<file path="src/rtl/mux_scanner_if.sv">
// Bus bundle for mux_scanner: packed channel inputs, manual select/mode/hold
// controls and the registered sample outputs.
interface mux_scanner_if #(
  parameter int WIDTH    = 4,
  parameter int CHANNELS = 8,
  parameter int SEL_W    = 3
);
  logic [CHANNELS*WIDTH-1:0] x;
  logic [SEL_W-1:0]          sel;
  logic                      mode;
  logic                      hold;
  logic [WIDTH-1:0]          m;
  logic [SEL_W-1:0]          ch;
  logic                      valid;
  logic                      wrap;

  modport master (output x, sel, mode, hold, input m, ch, valid, wrap);
  modport slave  (input x, sel, mode, hold, output m, ch, valid, wrap);
endinterface

</file>
<file path="src/rtl/mux_scanner.sv">
// Channel multiplexer with manual select and timed auto-scan; one-cycle
// registered output with valid strobe per dwell period and wrap pulse.
module mux_scanner #(
  parameter int WIDTH    = 4,
  parameter int CHANNELS = 8,
  parameter int SEL_W    = 3,
  parameter int DWELL    = 4
) (
  input  logic               clk,
  input  logic               reset,
  mux_scanner_if.slave       bus
);
  localparam int DW = (DWELL > 1) ? $clog2(DWELL) : 1;

  typedef enum logic {MANUAL = 1'b0, SCAN = 1'b1} mode_e;

  logic [WIDTH-1:0] m_q;
  logic [SEL_W-1:0] ch_q;
  logic             valid_q;
  logic             wrap_q;
  logic [SEL_W-1:0] scan_ch_q;
  logic [DW-1:0]    dwell_q;

  mode_e            mode_d;
  logic [SEL_W-1:0] cur_d;
  logic [WIDTH-1:0] chan_d;
  logic             sel_legal_d;
  logic             dwell_end_d;
  logic             last_ch_d;

  assign mode_d      = mode_e'(bus.mode);
  assign cur_d       = (mode_d == SCAN) ? scan_ch_q : bus.sel;
  assign sel_legal_d = (32'(bus.sel) < CHANNELS);
  assign dwell_end_d = (dwell_q == DW'(DWELL - 1));
  assign last_ch_d   = (scan_ch_q == SEL_W'(CHANNELS - 1));

  // Explicit compare per channel keeps an out-of-range select reading as zero.
  always_comb begin
    chan_d = '0;
    for (int unsigned k = 0; k < CHANNELS; k++) begin
      if (cur_d == SEL_W'(k)) chan_d = bus.x[k*WIDTH +: WIDTH];
    end
  end

  always_ff @(posedge clk) begin
    if (reset) begin
      m_q       <= '0;
      ch_q      <= '0;
      valid_q   <= 1'b0;
      wrap_q    <= 1'b0;
      scan_ch_q <= '0;
      dwell_q   <= '0;
    end else if (bus.hold) begin
      valid_q <= 1'b0;
      wrap_q  <= 1'b0;
    end else if (mode_d == MANUAL) begin
      ch_q    <= bus.sel;
      dwell_q <= '0;
      wrap_q  <= 1'b0;
      if (sel_legal_d) begin
        m_q       <= chan_d;
        valid_q   <= 1'b1;
        scan_ch_q <= bus.sel;
      end else begin
        m_q       <= '0;
        valid_q   <= 1'b0;
        scan_ch_q <= '0;
      end
    end else begin
      m_q  <= chan_d;
      ch_q <= scan_ch_q;
      if (dwell_end_d) begin
        dwell_q <= '0;
        valid_q <= 1'b1;
        if (last_ch_d) begin
          scan_ch_q <= '0;
          wrap_q    <= 1'b1;
        end else begin
          scan_ch_q <= scan_ch_q + SEL_W'(1);
          wrap_q    <= 1'b0;
        end
      end else begin
        dwell_q <= dwell_q + DW'(1);
        valid_q <= 1'b0;
        wrap_q  <= 1'b0;
      end
    end
  end

  assign bus.m     = m_q;
  assign bus.ch    = ch_q;
  assign bus.valid = valid_q;
  assign bus.wrap  = wrap_q;
endmodule

</file>
<file path="src/flat_wrapper.sv">
// flat-port wrapper written by rule: the top's interface ports become plain ports
module mux_scanner_flat 
#(
  parameter int WIDTH    = 4,
  parameter int CHANNELS = 8,
  parameter int SEL_W    = 3,
  parameter int DWELL    = 4
)
  (clk, reset, bus_x, bus_sel, bus_mode, bus_hold, bus_m, bus_ch, bus_valid, bus_wrap);
  mux_scanner_if #(.WIDTH(WIDTH), .CHANNELS(CHANNELS), .SEL_W(SEL_W)) bus_i ();
  input  logic clk;
  input  logic reset;
  input wire logic [$bits(bus_i.x)-1:0] bus_x;
  input wire logic [$bits(bus_i.sel)-1:0] bus_sel;
  input wire logic [$bits(bus_i.mode)-1:0] bus_mode;
  input wire logic [$bits(bus_i.hold)-1:0] bus_hold;
  output wire logic [$bits(bus_i.m)-1:0] bus_m;
  output wire logic [$bits(bus_i.ch)-1:0] bus_ch;
  output wire logic [$bits(bus_i.valid)-1:0] bus_valid;
  output wire logic [$bits(bus_i.wrap)-1:0] bus_wrap;
  assign bus_i.x = bus_x;
  assign bus_i.sel = bus_sel;
  assign bus_i.mode = bus_mode;
  assign bus_i.hold = bus_hold;
  assign bus_m = bus_i.m;
  assign bus_ch = bus_i.ch;
  assign bus_valid = bus_i.valid;
  assign bus_wrap = bus_i.wrap;
  mux_scanner #(.WIDTH(WIDTH), .CHANNELS(CHANNELS), .SEL_W(SEL_W), .DWELL(DWELL)) u_core (.clk(clk), .reset(reset), .bus(bus_i));
endmodule
</file>
<file path="config.mk">
export PLATFORM = sky130hd
export DESIGN_NAME = mux_scanner_flat
export DESIGN_NICKNAME = d
export VERILOG_FILES = /design/src/rtl/mux_scanner_if.sv /design/src/rtl/mux_scanner.sv /design/src/flat_wrapper.sv
export SDC_FILE = /design/constraint.sdc
export NUM_CORES = 1
export LEC_CHECK = 0
export ABC_AREA = 1
export CAP_MARGIN = 25
export CORE_MARGIN = 10
export CORE_UTILIZATION = 35
export DETAILED_ROUTE_END_ITERATION = 10
export PLACE_DENSITY = 0.75
export SYNTH_ARGS = -nofsm -noshare
export SYNTH_HDL_FRONTEND = slang
export SYNTH_SLANG_ARGS = --single-unit
export TNS_END_PERCENT = 10
</file>
<file path="constraint.sdc">
create_clock -name clk -period 1.2 [get_ports clk]
set_input_delay 0.24 -clock clk [delete_from_list [all_inputs] [get_ports clk]]
set_output_delay 0.24 -clock clk [all_outputs]
set_load 0.02 [all_outputs]
</file>
==> impl_metrics.json <==
{
  "port_buffers": 47,
  "synth_edf_count": 0,
  "async_reset_ff_frac": 0,
  "hpwl_um": 2600,
  "slowest_delay_ns": 0.34,
  "grt_pass1_vias": 1296,
  "synth_area_um2": 928,
  "clk_pin_slew_ns": 0.10,
  "finalSetupTns_ns": -0.485,
  "drc": 0,
  "yosys.area_share.xor_xnor": 0,
  "grtUsageTotal": 0.129,
  "synthFlopType": "dfxtp_1",
  "area.growth.synth_to_final_pct": 85.6,
  "cts_buffer_depth": 2,
  "io_pins": 48,
  "ys_ff_latch": 14,
  "r2r_end": "u_core.bus.m[0]",
  "synth-simple-area-share": 0.358,
  "violations": "negative setup slack",
  "crit_path_end_kind": "flip-flop",
  "synth_compound_area_frac": 0.190,
  "leakagePower_nw": 0.766,
  "drtAntennaViolNets": 0,
  "gp_congestion": 0.997,
  "synth.most_common_cell": "nand2_1",
  "crit_type": "flip-flop to flip-flop",
  "numCtsBuffers": 3,
  "core_area_mm2": 0.00250,
  "grt_pass1_wl_um": 5680,
  "dp_slack_ns": -0.795,
  "worstMarginPinSlew_ns": 0.328,
  "worstPathArrival_ns": 1.58,
  "worstPathRequired_ns": 1.42,
  "die-area_mm2": 0.00511,
  "grt_max_degree": 9,
  "cp_cell_sequence": "nand2_4 > inv_2 > nor2_4 > buf_6 > nand3_1 > o21ai_1 > nor2_1 > nand4_1 > nand2_1 > a21oi_2",
  "hold_path_startpoint": "bus_mode",
  "min_path_type": "primary input to flip-flop",
  "yosysTopAreaCell": "dfxtp_1",
  "nFillCells": 204,
  "relSlewSlack": 0.781,
  "yosysSeqAreaShare": 0.302,
  "synth_top_family_by_area": "simple AND/OR/NAND/NOR gates",
  "clkSinkCount": 14,
  "power_density_mw_per_mm2": 807,
  "cts_tree": "yes",
  "synth.area.mux_share": 0,
  "setup_violations": 4,
  "fp.dieH_um": 71.5,
  "setup_ws_ns": -0.158,
  "maxCapViolCount": 0,
  "start_util": 0.371,
  "antenna_found_initial": 0,
  "cts_root_buffer": "clkbuf_4",
  "nets": 255,
  "h-tree-depth": 1,
  "synth.distinct_cells": 23,
  "max_freq_mhz": 736,
  "synth_common_cells": "nand2_1, inv_1, nor2_1",
  "finalHoldViolCount": 0,
  "fp.dieW_um": 71.5,
  "yosys_warnings": 0,
  "period_minus_slack_ns": 1.36,
  "routed-via-count": 1231,
  "firstDrtPassIters": 4,
  "grt_overflow_total": 0,
  "finClkSkew_ns": 0.00893,
  "fin_cells": 242,
  "drv_slew": 0,
  "r2r_cells": 10,
  "power_mw": 1.39,
  "min_to": "u_core.scan_ch_q[2]",
  "wirelength_um": 3400,
  "worst_path_max_delay_cell": "dfxtp_2",
  "drtIter0Drc": 61,
  "min_period_over_period": 1.13,
  "grt_setup_unrepaired": "true",
  "yosys.area.top_type_share": 0.302,
  "synth_fa_ha_area_frac": 0.0404,
  "status": "complete, but fails checks",
  "reg2reg_from": "u_core.scan_ch_q[2]",
  "diodes": 0,
  "synth_area_leaders": "dfxtp_1, nand2_1, inv_1",
  "clock_latency_ns": 0.28,
  "final_core_util": 0.689,
  "viasPerCell": 5.09,
  "cp-start-kind": "flip-flop",
  "rows": 18,
  "netlist_instances": 140,
  "hold_depth": 3,
  "syn_nets": 182,
  "holdBufCountCts": 0,
  "r2r_slack_ns": -0.16,
  "layout-drive-gt1-share": 0.325,
  "ir_worst_vdd_uv": 795,
  "wire_per_inst_um": 14.1,
  "cp_max_fo": 7,
  "dp.cells": 228,
  "avgSynthCellArea_um2": 6.63
}
worst max-delay path by stage:
stage	from	to	cells past startpoint
floorplan	bus_mode	u_core.bus.m[0]	10
detailed placement	bus_mode	u_core.bus.m[0]	10
global route	u_core.scan_ch_q[2]	u_core.bus.m[3]	10
global placement	bus_mode	u_core.bus.m[0]	11
CTS	u_core.scan_ch_q[2]	u_core.bus.m[0]	10
finish	u_core.scan_ch_q[2]	u_core.bus.m[0]	10
timing repair:
item / in CTS / in global routing
endpoints found under the setup margin: 20 / 14
gates cloned: 1 / 0
resized for setup: 49 / 20
pin swaps: 15 / 1
setup buffers: 9 / 0
cells by family (layout without fill, tap and decap cells):
| logic type | count (synthesis) | after routing |
|---|---|---|
| AND/OR/NAND/NOR | 68 | 69 |
| AO/OA/AOI/OAI | 31 | 31 |
| buffers and inverters | 24 | 95 |
| flip-flops | 14 | 14 |
| adder cells (fa/ha/maj) | 3 | 3 |
metrics by stage:
step | area [um^2] | hold WS [ns]
floorplan | 937 | 0.318
global placement | 1520 | 0.440
detailed placement | 1520 | 0.456
CTS | 1710 | 0.342
global route | 1720 | 0.373
finish | 1720 | 0.346
report_power, final:
| part | switching (mW) | internal, mW |
|---|---|---|
| clock | 0.166 | 0.184 |
| sequential | 0.0178 | 0.496 |
| combinational | 0.257 | 0.270 |
placed cells by master, fill, tap and decap left out, drive strengths merged:
master	instances
nor3	1
dlygate4sd2	5
clkdlybuf4s15	3
nor4	1
clkbuf	8
ha	3
nand3	9
buf	23
nand2	26
a31oi	2
clkdlybuf4s50	34
a211oi	1
o21ai	16
a21oi	11
nand4	10
a32o	1
and3	1
dfxtp	14
inv	22
nor2	21
final cells by class:
| type | instances | area (um^2) | area share |
|---|---|---|---|
| multi-input cells | 103 | 664 | 0.386 |
| repair buffers | 69 | 616 | 0.357 |
| flip-flops and latches | 14 | 287 | 0.166 |
| inverters | 22 | 82.6 | 0.0479 |
| well taps | 30 | 37.5 | 0.0218 |
| clock buffers | 4 | 36.3 | 0.0211 |
metal layers:
layer	wire [um]	up-vias	track usage
met4	17	0	0.0280
met1	1350	554	0.130
li1	-	619	-
met2	1660	56	0.234
met3	380	2	0.0634
met5	0	-	0
state kept, by name, indices dropped and copies added (netlist names):
register / cells
u_core.bus.m: 4
u_core.bus.ch: 3
u_core.scan_ch_q: 3
u_core.dwell_q: 2
u_core.bus.valid: 1
u_core.bus.wrap: 1
worst max-delay path, delay by kind of cell, from the launching register on:
| family | cells | cell delay (ns) |
|---|---|---|
| buffers and inverters | 2 | 0.20 |
| AND/OR/NAND/NOR | 6 | 0.53 |
| AO/OA/AOI/OAI | 2 | 0.21 |
| flip-flops | 1 | 0.34 |
(Power assumes the default switching activity.)
